<file path="src/rtl/ps2_receiver_if.sv">
// Output-side bundle of the PS/2 receiver: one-entry valid/ready byte channel
// plus the single-cycle error/overflow event pulses.
interface ps2_receiver_if;
  logic [7:0] data;
  logic       valid;
  logic       ready;
  logic       frame_error;
  logic       overflow;

  modport master (
    output data,
    output valid,
    input  ready,
    output frame_error,
    output overflow
  );

  modport slave (
    input  data,
    input  valid,
    output ready,
    input  frame_error,
    input  overflow
  );
endinterface

</file>
<file path="src/rtl/ps2_receiver.sv">
// PS/2 device-to-host receiver: pin synchronizers, clock deglitch filter,
// 11-bit frame deframer with parity/stop checks and a one-entry output register.
module ps2_receiver #(
  parameter int FILTER_LEN     = 8,
  parameter int TIMEOUT_CYCLES = 96000
) (
  input  logic clk,
  input  logic reset,
  input  logic ps2_clk,
  input  logic ps2_data,
  ps2_receiver_if.master rx
);

  localparam int TW = $clog2(TIMEOUT_CYCLES + 1);

  typedef enum logic [1:0] {
    IDLE,
    DATA,
    PARITY,
    STOP
  } state_t;

  // Bit 0 carries the clock pin, bit 1 the data pin.
  logic [1:0] raw_pins;
  logic [1:0] sync_pins;
  assign raw_pins = {ps2_data, ps2_clk};

  genvar gi;
  generate
    for (gi = 0; gi < 2; gi++) begin : g_sync
      logic s1_reg;
      logic s2_reg;
      always_ff @(posedge clk) begin
        if (reset) begin
          s1_reg <= 1'b1;
          s2_reg <= 1'b1;
        end else begin
          s1_reg <= raw_pins[gi];
          s2_reg <= s1_reg;
        end
      end
      assign sync_pins[gi] = s2_reg;
    end
  endgenerate

  logic clk_sync;
  logic data_sync;
  assign clk_sync  = sync_pins[0];
  assign data_sync = sync_pins[1];

  logic [7:0] filt_cnt_reg;
  logic       filt_clk_reg;
  logic       filt_prev_reg;
  logic       fall;

  always_ff @(posedge clk) begin
    if (reset) begin
      filt_cnt_reg  <= 8'd0;
      filt_clk_reg  <= 1'b1;
      filt_prev_reg <= 1'b1;
    end else begin
      filt_prev_reg <= filt_clk_reg;
      if (clk_sync != filt_clk_reg) begin
        if (filt_cnt_reg == 8'(FILTER_LEN - 1)) begin
          filt_clk_reg <= clk_sync;
          filt_cnt_reg <= 8'd0;
        end else begin
          filt_cnt_reg <= filt_cnt_reg + 8'd1;
        end
      end else begin
        filt_cnt_reg <= 8'd0;
      end
    end
  end

  assign fall = filt_prev_reg & ~filt_clk_reg;

  state_t          state_reg, state_next;
  logic [2:0]      bit_cnt_reg, bit_cnt_next;
  logic [7:0]      shift_reg, shift_next;
  logic            parity_reg, parity_next;
  logic [TW-1:0]   tmo_reg, tmo_next;
  logic            error_reg, error_next;
  logic            deliver_reg, deliver_next;

  always_ff @(posedge clk) begin
    if (reset) begin
      state_reg   <= IDLE;
      bit_cnt_reg <= 3'd0;
      shift_reg   <= 8'd0;
      parity_reg  <= 1'b0;
      tmo_reg     <= '0;
      error_reg   <= 1'b0;
      deliver_reg <= 1'b0;
    end else begin
      state_reg   <= state_next;
      bit_cnt_reg <= bit_cnt_next;
      shift_reg   <= shift_next;
      parity_reg  <= parity_next;
      tmo_reg     <= tmo_next;
      error_reg   <= error_next;
      deliver_reg <= deliver_next;
    end
  end

  always_comb begin
    state_next   = state_reg;
    bit_cnt_next = bit_cnt_reg;
    shift_next   = shift_reg;
    parity_next  = parity_reg;
    error_next   = 1'b0;
    deliver_next = 1'b0;
    tmo_next     = (state_reg == IDLE || fall) ? '0 : tmo_reg + TW'(1);

    if (state_reg != IDLE && !fall && tmo_reg == TW'(TIMEOUT_CYCLES - 1)) begin
      state_next = IDLE;
      error_next = 1'b1;
      tmo_next   = '0;
    end else if (fall) begin
      case (state_reg)
        IDLE: begin
          if (!data_sync) begin
            state_next   = DATA;
            bit_cnt_next = 3'd0;
          end else begin
            error_next = 1'b1;
          end
        end
        DATA: begin
          shift_next   = {data_sync, shift_reg[7:1]};
          bit_cnt_next = bit_cnt_reg + 3'd1;
          if (bit_cnt_reg == 3'd7) begin
            state_next = PARITY;
          end
        end
        PARITY: begin
          parity_next = data_sync;
          state_next  = STOP;
        end
        STOP: begin
          // Odd parity: data bits plus parity bit must hold an odd number of ones.
          if (data_sync && (^{shift_reg, parity_reg})) begin
            deliver_next = 1'b1;
          end else begin
            error_next = 1'b1;
          end
          state_next = IDLE;
        end
        default: state_next = IDLE;
      endcase
    end
  end

  logic [7:0] data_reg;
  logic       valid_reg;
  logic       overflow_reg;

  // shift_reg is untouched in IDLE, so it still holds the byte one cycle after STOP.
  always_ff @(posedge clk) begin
    if (reset) begin
      data_reg     <= 8'd0;
      valid_reg    <= 1'b0;
      overflow_reg <= 1'b0;
    end else begin
      overflow_reg <= 1'b0;
      if (deliver_reg) begin
        if (!valid_reg || rx.ready) begin
          data_reg  <= shift_reg;
          valid_reg <= 1'b1;
        end else begin
          overflow_reg <= 1'b1;
        end
      end else if (valid_reg && rx.ready) begin
        valid_reg <= 1'b0;
      end
    end
  end

  assign rx.data        = data_reg;
  assign rx.valid       = valid_reg;
  assign rx.frame_error = error_reg;
  assign rx.overflow    = overflow_reg;

endmodule
</file>
<file path="src/flat_wrapper.sv">
// flat-port wrapper written by rule: the top's interface ports become plain ports
module ps2_receiver_flat 
#(
  parameter int FILTER_LEN     = 8,
  parameter int TIMEOUT_CYCLES = 96000
)
  (clk, reset, ps2_clk, ps2_data, rx_data, rx_valid, rx_ready, rx_frame_error, rx_overflow);
  ps2_receiver_if rx_i ();
  input  logic clk;
  input  logic reset;
  input  logic ps2_clk;
  input  logic ps2_data;
  output wire logic [$bits(rx_i.data)-1:0] rx_data;
  output wire logic [$bits(rx_i.valid)-1:0] rx_valid;
  input wire logic [$bits(rx_i.ready)-1:0] rx_ready;
  output wire logic [$bits(rx_i.frame_error)-1:0] rx_frame_error;
  output wire logic [$bits(rx_i.overflow)-1:0] rx_overflow;
  assign rx_data = rx_i.data;
  assign rx_valid = rx_i.valid;
  assign rx_i.ready = rx_ready;
  assign rx_frame_error = rx_i.frame_error;
  assign rx_overflow = rx_i.overflow;
  ps2_receiver #(.FILTER_LEN(FILTER_LEN), .TIMEOUT_CYCLES(TIMEOUT_CYCLES)) u_core (.clk(clk), .reset(reset), .ps2_clk(ps2_clk), .ps2_data(ps2_data), .rx(rx_i));
endmodule
</file>
<file path="config.mk">
export PLATFORM = sky130hd
export DESIGN_NAME = ps2_receiver_flat
export DESIGN_NICKNAME = d
export VERILOG_FILES = /design/src/rtl/ps2_receiver_if.sv /design/src/rtl/ps2_receiver.sv /design/src/flat_wrapper.sv
export SDC_FILE = /design/constraint.sdc
export NUM_CORES = 1
export LEC_CHECK = 0
export CORE_MARGIN = 2
export CORE_UTILIZATION = 58
export CTS_CLUSTER_SIZE = 25
export DETAILED_ROUTE_END_ITERATION = 7
export PLACE_DENSITY = 0.78
export SLEW_MARGIN = 15
export SYNTH_ARGS = -nofsm -noshare
export SYNTH_HDL_FRONTEND = slang
export SYNTH_SLANG_ARGS = --single-unit
</file>
<file path="constraint.sdc">
create_clock -name clk -period 2.1 [get_ports clk]
set_input_delay 0.315 -clock clk [delete_from_list [all_inputs] [get_ports clk]]
set_output_delay 0.315 -clock clk [all_outputs]
set_load 0.01 [all_outputs]
</file>
Word-level counts from Yosys, hierarchy flattened
Cells that the tools add are included.
Cells by class
  $add $sub $neg: 3
  multipliers: 0
  divide/modulo/power cells: 0
  $lt $le $gt $ge: 0
  eq/ne operators: 10
  shift operators: 0
  muxes and demuxes: 15
  bitwise gates (word level): 7
  reduce and logical (&&, ||, !) cells: 25
Operators by type and width (count)
  adder 17 x 1 -> 17 bit (second input constant): 1
  equality test 17 bit (second input constant): 1
  2-to-1 mux 1 bit: 9
  AND reduction 3 bit: 3
  parity 9 bit: 1
  adder 8 x 1 -> 8 bit (second input constant): 1
  equality test 8 x 3 -> 1 bit (second input constant): 1
  one-hot mux 2 bit (4 select lines): 1
  NOT 1 bit: 6
  one-hot mux 3 bit (2 select lines): 1
  AND reduction 2 bit: 3
  nonzero test 2 bit: 3
  OR reduction 3 bit: 2
  equality test 2 bit (second input constant): 2
  logical AND 1 bit: 4
  2-to-1 mux 2 bit: 2
  inequality test 2 bit (second input constant): 2
  AND reduction 4 bit: 1
  OR reduction 2 bit: 2
  OR reduction 4 bit: 1
  adder 3 x 1 -> 3 bit (second input constant): 1
  equality test 3 bit (second input constant): 1
  2-to-1 mux 3 bit: 1
  equality test 2 x 1 -> 1 bit (second input constant): 1
  other kinds (7): 9
Word-level totals
  register bits after elaboration: 57
  latch bits: 0
  RAM bits: 0
  ROM bits: 0
  input bits: 5
  output and inout bits: 11
  word-level logic and storage cells: 77
  memories kept: 0

Longest topological paths before layout
  depth in word-level cells: 7
  depth in mapped cells: 6
  depth with buffers taken out: 6

Least setup slack after synthesis
No wires, ideal clock.
  path type: reg2reg
  start point: reg u_core.tmo_reg[11]
  end point: reg u_core.tmo_reg[12]
  library setup time: 0.115 ns
  arrival time: 1.607 ns
  required time: 1.985 ns
  path slack: 0.378 ns
  stages on the path, launching flop included: 6
  path buffers: 1
  clock period less this slack: 1.722 ns
  path through: dfxtp_1 -> or4b_1 -> or3_4 -> o21ai_4 -> buf_6 -> nor2_2
On the way
  longest elaborated chain between the ends: 3
  elaborated cells on any way between the ends: 4
  classes of those cells: add/sub: 1; eq/ne: 1; reduce/logical: 2
RTL lines
  from (decl): line ps2_receiver.sv:82  | logic [TW-1:0] tmo_reg, tmo_next;
  from (signal assigned): line ps2_receiver.sv:100  | tmo_reg <= tmo_next;
  parallel branches: the longest is 3 deep, another holds adder 17 x 1 -> 17 bit
Several ways; the timed one is not identified.
A chain may end at the register's enable or synchronous reset.

Final worst setup path
  start point: reg u_core.tmo_reg[8]
  end point: reg u_core.tmo_reg[13]
Same word-level chain as after synthesis.

==> run_results.csv <==
group,metric,value,unit
synth,synth_xor_area_frac,0.0922,
global_route,grt_max_degree,27,
pwr,ir_drop,0.451,mV
detailed_routing,drt_iter0_markers,80,
clock_tree,cts_tree,"yes",
placement,place_inst,314,
worst_setup_path,cp_max_fo,17,
sta,final_hold_viol_count,0,
flow_run,max-cap-violations,0,
detailed_routing,drt-total-wl,3.89,mm
finish,antenna_cells,0,
worst_hold_path,hold_class,"flip-flop to flip-flop",
clock_tree,hold_buffers,0,
clock_tree,path_clk_slew,0.06,ns
sta,min_period,1.76,ns
placement,place.gp.congestion,0.840,
die,die_width,69.4,um
clock_tree,clkLatencyLatePin,0.33,ns
global_route,antenna_found_initial,0,
sta,fmax,0.568,GHz
clock_tree,cts-root-buf,"clkbuf_8",
detailed_routing,first_pass_iters,4,
sta,fin_setup_tns,0,ns
detailed_routing,num_vias,1721,
synth,synth_cell_type_count,44,
worst_setup_path,timing_worst_setup_path_type,"flip-flop to flip-flop",
sta,slew_viol_final,0,
synth,postSynthAreaPerCell,9.89,um2
die,pin_count,16,
pwr,p_leak,1.17,nW
synth,yosysSeqAreaShare,0.460,
sta,finalSetupViolCount,0,
die,fp.dieH,69.4,um
sta,worstMarginPinSlew,0.599,ns
synth,synth_mux_area_frac,0.0726,
worst_setup_path,setup.worst_path.start_class,"flip-flop",
global_route,grt_overflow,0,
sta,relSlewSlack,0.600,
finish,utilization,0.712,
synth,ys_seq_elements,57,
synth,synth_top_family_by_area,"simple AND/OR/NAND/NOR gates",
synth,synth_compound_area_frac,0.0539,
clock_tree,cts_sinks,57,
finish,finalNonFillerCells,329,
sta,finClkSkew,0.00568,ns
finish,syn2layout_area_growth,16.3,%
clock_tree,htree_levels,3,
synth,synth_edf_count,0,
finish,final_nets,289,
pwr,power-per-cell-area,732,mW/mm2
placement,io_buffers,15,
finish,n_fill_cell,319,
worst_setup_path,cp-end-kind,"flip-flop",
finish,drive_gt1_frac,0.133,
detailed_routing,drc,0,
synth,yosys.area_share.simple,0.246,
global_route,grt_usage,0.182,
synth,synthFlopType,"dfxtp_1",
finish,largest_reg_flops,17,
clock_tree,postCtsSetupBuffers,0,
sta,setup_ws,0.339,ns
placement,place_ws,0.339,ns
synth,synth.yosys.warnings,0,
clock_tree,clock_path_buffers,2,
clock_tree,cts_buffers,9,
synth,async_flop_share,0,
die,core-area,0.00406,mm2
clock_tree,cts_resized,0,
synth,yosys.area_share.adder,0.0454,
detailed_routing,wl_per_cell,11.8,um
global_route,grt_pass1_wl,7.00,mm
worst_setup_path,worstPathArrival,1.97,ns
placement,dp_hpwl,2.69,mm
die,die_area,0.00482,mm2
detailed_routing,viasPerCell,5.23,
global_route,grt_pass1_vias,1654,
die,num_rows,23,
sta,min_period_over_period,0.838,
sta,rsz0062_at_grt,"no",
synth,syn_inst,251,
outcome,status,"complete, no violations",
synth,synth_nets,265,
worst_setup_path,crit_required,2.31,ns
synth,synth_area,0.00248,mm2
detailed_routing,drtAntennaViolNets,0,
die,start_util,0.612,
-- power by group --
part           total [mW]  internal (mW)  leakage, nW  switching, mW
Clock               0.998          0.602        0.102          0.397
Combinational      0.0259         0.0117        0.604         0.0141
Sequential           1.09           1.09        0.460        0.00261
-- critical path, stage by stage, from the launching register on --
cell     delay [ns]
dfxtp_1        0.36
or4b_1         0.53
or3_4          0.38
o21ai_4        0.16
buf_12         0.17
a21oi_1        0.05
-- through the flow --
step / area [um2] / hold WS (ns) / power [mW]
after floorplan: 2480 / 0.383 / 1.13
final: 2890 / 0.412 / 2.11
after global placement: 2690 / 0.396 / 1.14
after CTS: 2890 / 0.416 / 2.14
after detailed placement: 2690 / 0.398 / 1.14
after global routing: 2890 / 0.430 / 2.19
-- cell type report --
cell class / instances / area, um2 / share of cell area
tap: 50 / 62.6 / 0.0217
timing repair buffer: 19 / 193 / 0.0667
clock buffer: 12 / 155 / 0.0537
sequential: 57 / 1140 / 0.395
inverter: 8 / 30.0 / 0.0104
multi-input combinational: 180 / 1270 / 0.438
clock inverter: 3 / 40.0 / 0.0139
-- placed cells by master (no fill, tap or decap), types with 2 or more instances in the layout --
cell type	Yosys	final
nand4_1	4	4
mux2i_1	18	18
nand2_1	12	12
nand2b_1	2	2
or4b_1	2	2
buf_4	0	3
xnor2_1	10	10
or4_1	4	4
nor2_2	10	10
or3_1	2	2
ha_1	9	9
o31ai_1	2	2
clkbuf_8	0	11
nor2b_1	2	2
and3_1	4	4
or3_4	2	2
nand3_1	11	11
nor3_1	3	3
clkdlybuf4s50_1	0	15
a21oi_1	8	8
dfxtp_1	57	57
or2_1	5	5
inv_1	8	8
a32oi_1	2	2
xor2_1	11	11
nor2_1	35	35
xnor3_1	2	2
clkinv_2	0	2
o21ai_0	2	2
or2_2	2	2
-- kinds of logic (layout without fill, tap and decap cells) --
| group | Yosys count | in the layout |
|---|---|---|
| fa+ha+maj | 9 | 9 |
| xor+xnor | 23 | 23 |
| compound gates | 20 | 20 |
| simple gates | 110 | 110 |
| flops | 57 | 57 |
| mux | 18 | 18 |
| buf+inv | 14 | 42 |
-- layer usage --
layer | share of wire | up-vias | global-route usage | wire [um]
li1 | - | 910 | - | -
met4 | 0.017 | 0 | 0.0915 | 65
met5 | 0 | - | 0 | 0
met1 | 0.49 | 772 | 0.222 | 1920
met2 | 0.45 | 31 | 0.288 | 1760
met3 | 0.037 | 8 | 0.0567 | 145
-- synth_stat cells, types with 3 or more instances --
cell | n | area share
inv_1 | 8 | 0.012
xor2_1 | 11 | 0.039
buf_6 | 3 | 0.014
a21oi_1 | 8 | 0.016
clkbuf_1 | 3 | 0.0045
nor3_1 | 3 | 0.0060
nand2_1 | 12 | 0.018
nor2_1 | 35 | 0.053
dfxtp_1 | 57 | 0.46
xnor2_1 | 10 | 0.035
mux2i_1 | 18 | 0.073
or4_1 | 4 | 0.012
nor2_2 | 10 | 0.025
ha_1 | 9 | 0.045
nand4_1 | 4 | 0.010
nand3_1 | 11 | 0.022
or2_1 | 5 | 0.013
and3_1 | 4 | 0.010
-- worst paths after layout --
| check | startpoint | cells after the start | slack (ns) | end |
|---|---|---|---|---|
| max | u_core.tmo_reg[8]$_SDFF_PP0_ | 5 | 0.34 | u_core.tmo_reg[13]$_SDFF_PP0_ |
| min | u_core.g_sync[0].s1_reg$_SDFF_PP1_ | 1 | 0.41 | u_core.clk_sync$_SDFF_PP1_ |
| max reg2reg | u_core.tmo_reg[8]$_SDFF_PP0_ | 5 | 0.34 | u_core.tmo_reg[13]$_SDFF_PP0_ |
| min reg2reg | u_core.g_sync[0].s1_reg$_SDFF_PP1_ | 1 | 0.41 | u_core.clk_sync$_SDFF_PP1_ |
(Power assumes the default switching activity.)
